===== src/rtl/pattern_det_pkg.sv =====
// Shared constants and elaboration-time helpers for the serial pattern detector:
// default pattern, state width and the KMP next-state table builder.
package pattern_det_pkg;

    localparam int MAX_LEN = 64;
    localparam int IDX_W   = $clog2(MAX_LEN);
    localparam int ENTRY_W = 8;
    localparam int TBL_W   = 2 * MAX_LEN * ENTRY_W;

    // Symbols B,C,C,B,C with B=0, C=1, first symbol in the MSB
    localparam int         DEFAULT_LEN     = 5;
    localparam logic [4:0] DEFAULT_PATTERN = 5'b01101;

    function automatic int state_width(input int len);
        return $clog2(len + 1);
    endfunction

    // Symbol i of the pattern in arrival order
    function automatic logic sym_at(input logic [MAX_LEN-1:0] pat, input int len, input int i);
        return pat[IDX_W'(len - 1 - i)];
    endfunction

    // Longest prefix that is a suffix of (first k pattern symbols, b)
    function automatic int next_prefix(input logic [MAX_LEN-1:0] pat, input int len,
                                       input int k, input logic b);
        int   res;
        logic ok;
        res = 0;
        if (sym_at(pat, len, k) == b) begin
            res = k + 1;
        end else begin
            for (int j = 1; j <= k; j++) begin
                ok = (sym_at(pat, len, j - 1) == b);
                for (int i = 0; i < j - 1; i++) begin
                    if (sym_at(pat, len, i) != sym_at(pat, len, k - j + 1 + i)) begin
                        ok = 1'b0;
                    end else begin
                        ok = ok;
                    end
                end
                if (ok) begin
                    res = j;
                end else begin
                    res = res;
                end
            end
        end
        return res;
    endfunction

    // Longest proper border of the whole pattern (restart point in overlap mode)
    function automatic int border_len(input logic [MAX_LEN-1:0] pat, input int len);
        int   res;
        logic ok;
        res = 0;
        for (int j = 1; j < len; j++) begin
            ok = 1'b1;
            for (int i = 0; i < j; i++) begin
                if (sym_at(pat, len, i) != sym_at(pat, len, len - j + i)) begin
                    ok = 1'b0;
                end else begin
                    ok = ok;
                end
            end
            if (ok) begin
                res = j;
            end else begin
                res = res;
            end
        end
        return res;
    endfunction

    // Entry (2*k + b) holds the next prefix length from state k on symbol b
    function automatic logic [TBL_W-1:0] build_next_table(input logic [MAX_LEN-1:0] pat,
                                                          input int len);
        logic [TBL_W-1:0] tbl;
        tbl = {TBL_W{1'b0}};
        for (int k = 0; k < len; k++) begin
            for (int b = 0; b < 2; b++) begin
                tbl[(2 * k + b) * ENTRY_W +: ENTRY_W] = ENTRY_W'(next_prefix(pat, len, k, 1'(b)));
            end
        end
        return tbl;
    endfunction

endpackage


===== src/rtl/pattern_detector_param_sat_counter.sv =====
// Saturating up-counter with synchronous clear; holds at all-ones.
module sat_counter
#(
    parameter int W = 16
)
(
    input  logic         clk_i,
    input  logic         rst_i,
    input  logic         inc_i,
    input  logic         clr_i,
    output logic [W-1:0] count_o
);

    localparam logic [W-1:0] MAX_VAL = {W{1'b1}};

    logic [W-1:0] count_r;

    // Count register: clear wins over increment, increment stops at MAX_VAL
    always_ff @(posedge clk_i or posedge rst_i) begin
        if (rst_i) begin
            count_r <= {W{1'b0}};
        end else if (clr_i) begin
            count_r <= {W{1'b0}};
        end else if (inc_i && (count_r != MAX_VAL)) begin
            count_r <= count_r + W'(1'b1);
        end else begin
            count_r <= count_r;
        end
    end

    assign count_o = count_r;

endmodule


===== src/rtl/pattern_detector_param.sv =====
// Moore serial pattern detector: state is the matched-prefix length, next state
// comes from a KMP table built at elaboration; overlap mode is selectable live.
module pattern_detector_param
    import pattern_det_pkg::*;
#(
    parameter int                     PATTERN_LEN = DEFAULT_LEN,
    parameter logic [PATTERN_LEN-1:0] PATTERN     = DEFAULT_PATTERN,
    parameter int                     CNT_W       = 16
)
(
    input  logic                                 clk_i,
    input  logic                                 rst_i,
    input  logic                                 valid_i,
    input  logic                                 data_i,
    input  logic                                 overlap_i,
    input  logic                                 clear_i,
    output logic                                 pattern_detected_o,
    output logic [CNT_W-1:0]                     match_count_o,
    output logic [state_width(PATTERN_LEN)-1:0]  prefix_len_o
);

    localparam int                 SW        = state_width(PATTERN_LEN);
    localparam logic [MAX_LEN-1:0] PAT_EXT   = MAX_LEN'(PATTERN);
    localparam logic [TBL_W-1:0]   NEXT_TBL  = build_next_table(PAT_EXT, PATTERN_LEN);
    localparam int                 BORDER    = border_len(PAT_EXT, PATTERN_LEN);
    localparam logic [SW-1:0]      DETECT_K  = SW'(PATTERN_LEN);
    localparam logic [SW-1:0]      BORDER_K  = SW'(BORDER);
    localparam int                 TBL_DEPTH = 2 ** (SW + 1);

    logic [SW-1:0] state_r;
    logic          detected_r;
    logic [SW-1:0] eff_k_s;
    logic [SW-1:0] next_k_s;
    logic          take_s;
    logic          hit_s;
    logic [SW-1:0] next_tbl_s [TBL_DEPTH];

    // Unpack the constant table; unreachable slots are tied off
    for (genvar g = 0; g < TBL_DEPTH; g++) begin : g_tbl
        if (g < 2 * PATTERN_LEN) begin : g_used
            assign next_tbl_s[g] = NEXT_TBL[g * ENTRY_W +: SW];
        end else begin : g_unused
            assign next_tbl_s[g] = {SW{1'b0}};
        end
    end

    // Next-state lookup; the detect state restarts from 0 or from the border
    always_comb begin
        eff_k_s = state_r;
        if (state_r == DETECT_K) begin
            if (overlap_i) begin
                eff_k_s = BORDER_K;
            end else begin
                eff_k_s = {SW{1'b0}};
            end
        end else begin
            eff_k_s = state_r;
        end
        next_k_s = next_tbl_s[{eff_k_s, data_i}];
        take_s   = valid_i & ~clear_i;
        hit_s    = take_s & (next_k_s == DETECT_K);
    end

    // State and registered Moore output; clear beats a same-cycle symbol
    always_ff @(posedge clk_i or posedge rst_i) begin
        if (rst_i) begin
            state_r    <= {SW{1'b0}};
            detected_r <= 1'b0;
        end else if (clear_i) begin
            state_r    <= {SW{1'b0}};
            detected_r <= 1'b0;
        end else if (valid_i) begin
            state_r    <= next_k_s;
            detected_r <= (next_k_s == DETECT_K);
        end else begin
            state_r    <= state_r;
            detected_r <= detected_r;
        end
    end

    sat_counter #(
        .W (CNT_W)
    ) u_match_cnt (
        .clk_i   (clk_i),
        .rst_i   (rst_i),
        .inc_i   (hit_s),
        .clr_i   (clear_i),
        .count_o (match_count_o)
    );

    assign pattern_detected_o = detected_r;
    assign prefix_len_o       = state_r;

endmodule


===== config.mk =====
export PLATFORM = sky130hd
export DESIGN_NAME = pattern_detector_param
export DESIGN_NICKNAME = d
export VERILOG_FILES = /design/src/rtl/pattern_det_pkg.sv /design/src/rtl/pattern_detector_param_sat_counter.sv /design/src/rtl/pattern_detector_param.sv
export SDC_FILE = /design/constraint.sdc
export NUM_CORES = 1
export LEC_CHECK = 0
export ABC_AREA = 1
export BUFFER_PORTS_ARGS = -buffer_cell sky130_fd_sc_hd__buf_4
export CORE_UTILIZATION = 59
export CTS_CLUSTER_DIAMETER = 200
export CTS_CLUSTER_SIZE = 16
export DETAILED_ROUTE_END_ITERATION = 16
export HOLD_SLACK_MARGIN = 0.1
export PLACE_DENSITY = 0.93
export SLEW_MARGIN = 5
export SYNTH_ARGS = -nofsm -noshare
export SYNTH_HDL_FRONTEND = slang
export SYNTH_SLANG_ARGS = --single-unit

===== constraint.sdc =====
create_clock -name clk_i -period 5.34 [get_ports clk_i]
set_clock_uncertainty 0.2 [all_clocks]
set_input_delay 0.801 -clock clk_i [delete_from_list [all_inputs] [get_ports clk_i]]
set_output_delay 0.801 -clock clk_i [all_outputs]
set_load 0.01 [all_outputs]

### Word-level counts from Yosys, hierarchy flattened

Memory sizes are Yosys's and may differ from the RTL's.
Index checks and enable logic that the tools add are counted.

* register bits after elaboration: 20
* ROM bits: 48
* input bits: 6
* memories: 1

* add/sub/neg operators: 1
* order comparisons: 1
* equality and inequality tests: 3
* mux-type cells: 10
* bitwise gates (word level): 4
* reductions and logical operators: 3

Memory list
* (name not given): words 16, width 3, read ports 1, clocked after Yosys merged registers in 0, wr ports 0, line pattern_detector_param.sv:59 `next_k_s = next_tbl_s[{eff_k_s, data_i}];`

Operator list (count)
* two-way mux 16 bit: 2
* adder 16 x 1 -> 16 bit, second input constant: 1
* != test 16 bit, second input constant: 1
* two-way mux 3 bit: 5
* equality test 3 bit, second input constant: 2
* greater-or-equal comparator 5 bit, second input constant: 1
* NOT 4 -> 5 bit: 1
* nonzero test 2 bit: 2
* AND 1 bit: 2
* two-way mux 1 bit: 2
* two-way mux 2 bit: 1
* logical AND 1 bit: 1
* NOT 1 bit: 1

### Logic depth before layout (Yosys ltp)

* depth in word-level cells: 11
* depth in mapped cells: 10

### Hierarchy

From an unflattened synthesis, not the netlist that was laid out.

* cells, all modules: 202
* area total of the unflattened synthesis: 1357.6 µm²

By module, submodules not included
* sat_counter: instances 1, cells an instance 159, area each 1083.5 µm², seq. area each 400.4 µm²
* pattern_detector_param: instances 1, cells an instance 43, area each 274.0 µm², seq. area each 100.1 µm²

### Least setup slack after synthesis

No wires, ideal clock.

* path kind: register to register
* from: reg u_match_cnt.count_r[0] (netlist: u_match_cnt.count_o[0])
* to: reg u_match_cnt.count_r[13] (netlist: u_match_cnt.count_o[13])
* setup time: 0.065 ns
* arrival time: 1.591 ns
* slack: 3.484 ns
* cell stages (with the launch flop): 11
* path buffers: 1
* path through: dfrtp_1 > ha_1 > inv_1 > nor2_4 > nand2_4 > nor2_8 > nor2_8 > nor2_8 > buf_12 > nand2_2 > nand2_1

* longest elaborated chain between the ends: 3
* elaborated cells on any way between the ends: 6

RTL lines
* from (decl): line pattern_detector_param_sat_counter.sv:16 `logic [W-1:0] count_r;`
* from (signal assigned): line pattern_detector_param_sat_counter.sv:21 `count_r <= {W{1'b0}};`
* from (signal assigned): line pattern_detector_param_sat_counter.sv:23 `count_r <= {W{1'b0}};`
* from (signal assigned): line pattern_detector_param_sat_counter.sv:25 `count_r <= count_r + W'(1'b1);`
* adder 16 x 1 -> 16 bit / != test 16 bit (equally long branches): line pattern_detector_param_sat_counter.sv:25, pattern_detector_param_sat_counter.sv:24
* two-way mux 16 bit / logical AND 1 bit (equally long branches): line pattern_detector_param_sat_counter.sv:24 `end else if (inc_i && (count_r != MAX_VAL)) begin`
* two-way mux 16 bit / nonzero test 2 bit (equally long branches)

Several ways; a longest one is shown, not always the timed one. The select of a mux whose other input is x is not followed.
A chain may end at the register's enable or synchronous reset.

### Worst setup path in the final report

* from: reg u_match_cnt.count_r[0] (netlist: u_match_cnt.count_o[0])
* to: reg u_match_cnt.count_r[7] (netlist: u_match_cnt.count_o[7])

The elaborated chain is that of the path after synthesis.

==> metrics.md <==
| Metric | Value |
|---|---|
| Status | `finished clean` |
| Cell with the most instances after synthesis | `nand2_1` |
| CTS Buf Count | `3` |
| Nature of the critical path endpoint | `flop` |
| Seq/Total Area, Yosys | `36.2%` |
| Synth Area in Simple Gates | `47.1%` |
| Cell area after synthesis | `1380 sq um` |
| Number of instances in the synthesized netlist | `187` |
| Crit path buf inv count | `1` |
| Via count normalized by instance count | `5.60` |
| Unrepaired setup endpoints after global routing | `no` |
| Clock slew at the register clock pins of the worst setup and hold paths | `120 ps` |
| Maximum capacitance violations | `0` |
| Total negative slack for setup checks | `0 ps` |
| Cell with the most instances on the worst path | `nor2_8` |
| Synth warn | `0` |
| Ports placed on the boundary | `26` |
| Die Footprint | `2540 sq um` |
| HPWL after DPL | `2.33 mm` |
| Total of buffers placed on input and output ports | `25` |
| Master of the slowest instance on the critical path | `dfrtp_1` |
| Fillcell total | `188` |
| CTS HTree Levels | `1` |
| DRC violation count after routing | `0` |
| Antenna diode count | `0` |
| PostCTS Resize Cnt | `0` |
| Maximum operating frequency | `483 MHz` |
| Placeable core region | `2210 sq um` |
| Worst-case vdd ir drop | `0.167 mV` |
| Cell chosen for the clock root | `clkbuf_4` |
| Final Hold Vio Count | `0` |
| Headroom to the max-slew limit | `49.3%` |
| Syn-to-layout area delta | `16.1%` |
| Number of antenna violations at the first check in global routing | `0` |
| Final slew viol count | `0` |
| WL final | `3.17 mm` |
| Clock sinks | `20` |
| Buffers inserted during post-CTS setup optimization | `0` |
| Worst skew pair latency | `310 ps` |
| Dominant combinational cell family by area after synthesis | `simple AND/OR/NAND/NOR gates` |
| Global-route wire length before repair | `5.24 mm` |
| Top cell type's share of synthesized area | `36.2%` |
| Die extent in y | `50.4 um` |
| Routability congestion estimate from global placement | `0.879` |
| Rows | `17` |
| Number of setup violations in the final report | `0` |
| Multiplexer share of the synthesized area | `0%` |
| Synth unique cells | `25` |
| Fraction of the mapped netlist area in adder cells | `0.905%` |
| Total number of nets in the final design | `221` |
| Nature of the critical path startpoint | `flop` |
| CTS tree | `yes` |
| Overall power consumption | `0.000269 W` |
| Via total after detailed routing | `1349` |
| Startpoint of the most critical hold path | `pattern_detected_o` |
| Share of layout cells above drive strength 1 | `25.4%` |
| Worst-margin pin slew | `759 ps` |
| Worst min path class | `reg -> reg` |
| Share of flip-flops with an asynchronous set or reset | `100%` |
| Number of register bits inferred by synthesis | `20` |
| Delay contributed by the slowest stage of the critical path | `500 ps` |
| Number of global-route vias before repair | `1291` |
| Buffers from clock root to sink, at most | `2` |
| Most used standard cells in the synthesized netlist | `nand2_1 (61), dfrtp_1 (20), inv_1 (17), nand4_1 (17), nor2_1 (14)` |
| Cell type group with the largest total delay on the critical path | `simple AND/OR/NAND/NOR gates` |
| Post-synthesis net count | `194` |
| Post-synth EDFFs | `0` |
| Number of hold buffers added after cts | `0` |
| Mean area per synthesized cell | `7.39 sq um` |
| Number of DRC markers after the initial detailed-route iteration | `30` |
| Critical path data required time | `5400 ps` |
| Length of the first detailed-routing pass in iterations | `5` |
| Most area-consuming cells after synthesis | `dfrtp_1 (36%), nand2_1 (17%), nand4_1 (7.7%)` |
| Startpoint of the most critical setup path | `u_match_cnt.count_o[0]` |
| Worst path cell trace | `ha_1 > inv_1 > nor2_4 > nand2_4 > nor2_8 > nor2_8 > nor2_8 > nand2_1 > nand2_1` |
| Die extent in x | `50.4 um` |
| Synth Area in Compound Gates | `5.52%` |
| CP Data Arrival Time | `2130 ps` |
| Reported leakage power | `0.824 nW` |
| Largest net degree at the start of global routing | `21` |
| Total routing resource utilization after global routing | `27.4%` |
| Largest fanout of any net on the critical path | `17` |
| Starting utilization of the core area | `62.5%` |
| Wire length per cell | `13.2 um` |
| Total power density per cell area | `168 nW/um^2` |
| Clock period minus final worst setup slack | `2070 ps` |
| Period utilisation layout | `38.8%` |
| Reg-to-reg critical path startpoint | `u_match_cnt.count_o[0]` |
| Critical Setup Path Class | `reg -> reg` |
| Remaining number of nets flagged by the antenna check after routing | `0` |
| Fraction of synthesized cell area in xor and xnor cells | `2.53%` |
| Library cell with the largest summed area after synthesis | `dfrtp_1` |
| Most instantiated flip-flop cell in the synthesis netlist | `dfrtp_1` |
| Global route overflow | `0` |
==> logic make-up after synthesis <==
group,after synthesis
and+or+nand+nor,127
buffers and inverters,22
DFF,20
AOI/OAI and AO/OA,13
xor gates and xnor gates,4
adders and majority gates,1
==> worst paths after layout <==
check,endpoint,slack [ps],cells after the start
min,pattern_detected_o,310,2
min in group asynchronous,u_match_cnt.count_o[4],420,2
min reg2reg,pattern_detected_o,310,2
max in group asynchronous,u_match_cnt.count_o[10],4050,2
max,u_match_cnt.count_o[7],3270,9
max reg2reg,u_match_cnt.count_o[7],3270,9
==> layer usage <==
metal | share of wire, % | vias up | global-route usage (%)
met1 | 43 | 624 | 32.8
met4 | 1.7 | 0 | 16.2
met3 | 5.2 | 8 | 4.24
met2 | 50 | 50 | 46.2
met5 | 0 | - | 0
li1 | - | 667 | -
==> through the flow <==
stage	std cells	worst slack, ps	hold WS, ps	instance area (sq um)	util (%)
2_1_floorplan	187	3480	317	1380	-
3_3_place_gp	237	3270	278	1570	70.9
3_5_place_dp	237	3190	284	1570	70.9
4_1_cts	241	3280	313	1610	72.6
5_1_grt	241	3110	323	1610	72.6
6_report	241	3270	309	1610	72.6
==> cell type report <==
cell class | instances | area, sq um | share of cell area, %
multi-input combinational | 145 | 774 | 48.2
sequential | 20 | 500 | 31.2
timing repair buffer | 25 | 188 | 11.7
inverter | 19 | 71.3 | 4.44
clock buffer | 4 | 36.3 | 2.26
tap | 28 | 35.0 | 2.18
==> cell usage in the layout, fill, tap and decap left out, types with 2 or more instances in the layout <==
master	instances
nor2_4	2
nor2_2	3
o21ai_0	6
a21oi_1	2
nand4_1	17
xor2_1	3
nand2_2	12
nand2_1	61
buf_4	25
nor2_8	3
dfrtp_1	20
clkbuf_4	3
inv_1	17
inv_2	2
nor2_1	14
nand3_1	11
or2_2	2
o21bai_1	3
==> report_power, final <==
| group | leakage [nW] | internal [W] | total (W) | switching, W |
|---|---|---|---|---|
| Clock | 0.0210 | 0.0000417 | 0.0000918 | 0.0000502 |
| Combinational | 0.525 | 0.00000778 | 0.0000237 | 0.0000160 |
| Sequential | 0.278 | 0.000153 | 0.000154 | 0.00000121 |
==> registers in the layout, summed over array words and instances, names as in the netlist <==
register and cells:
pattern_detected_o 1, u_match_cnt.count_o 16, prefix_len_o 3
==> worst register-to-register path, delay by kind of cell, from the launching register on <==
kind	cells	cell delay [ps]
and+or+nand+nor	7	960
DFF	1	500
adders and majority gates	1	260
buffers and inverters	1	100
Power figures use the tool's default switching activity.
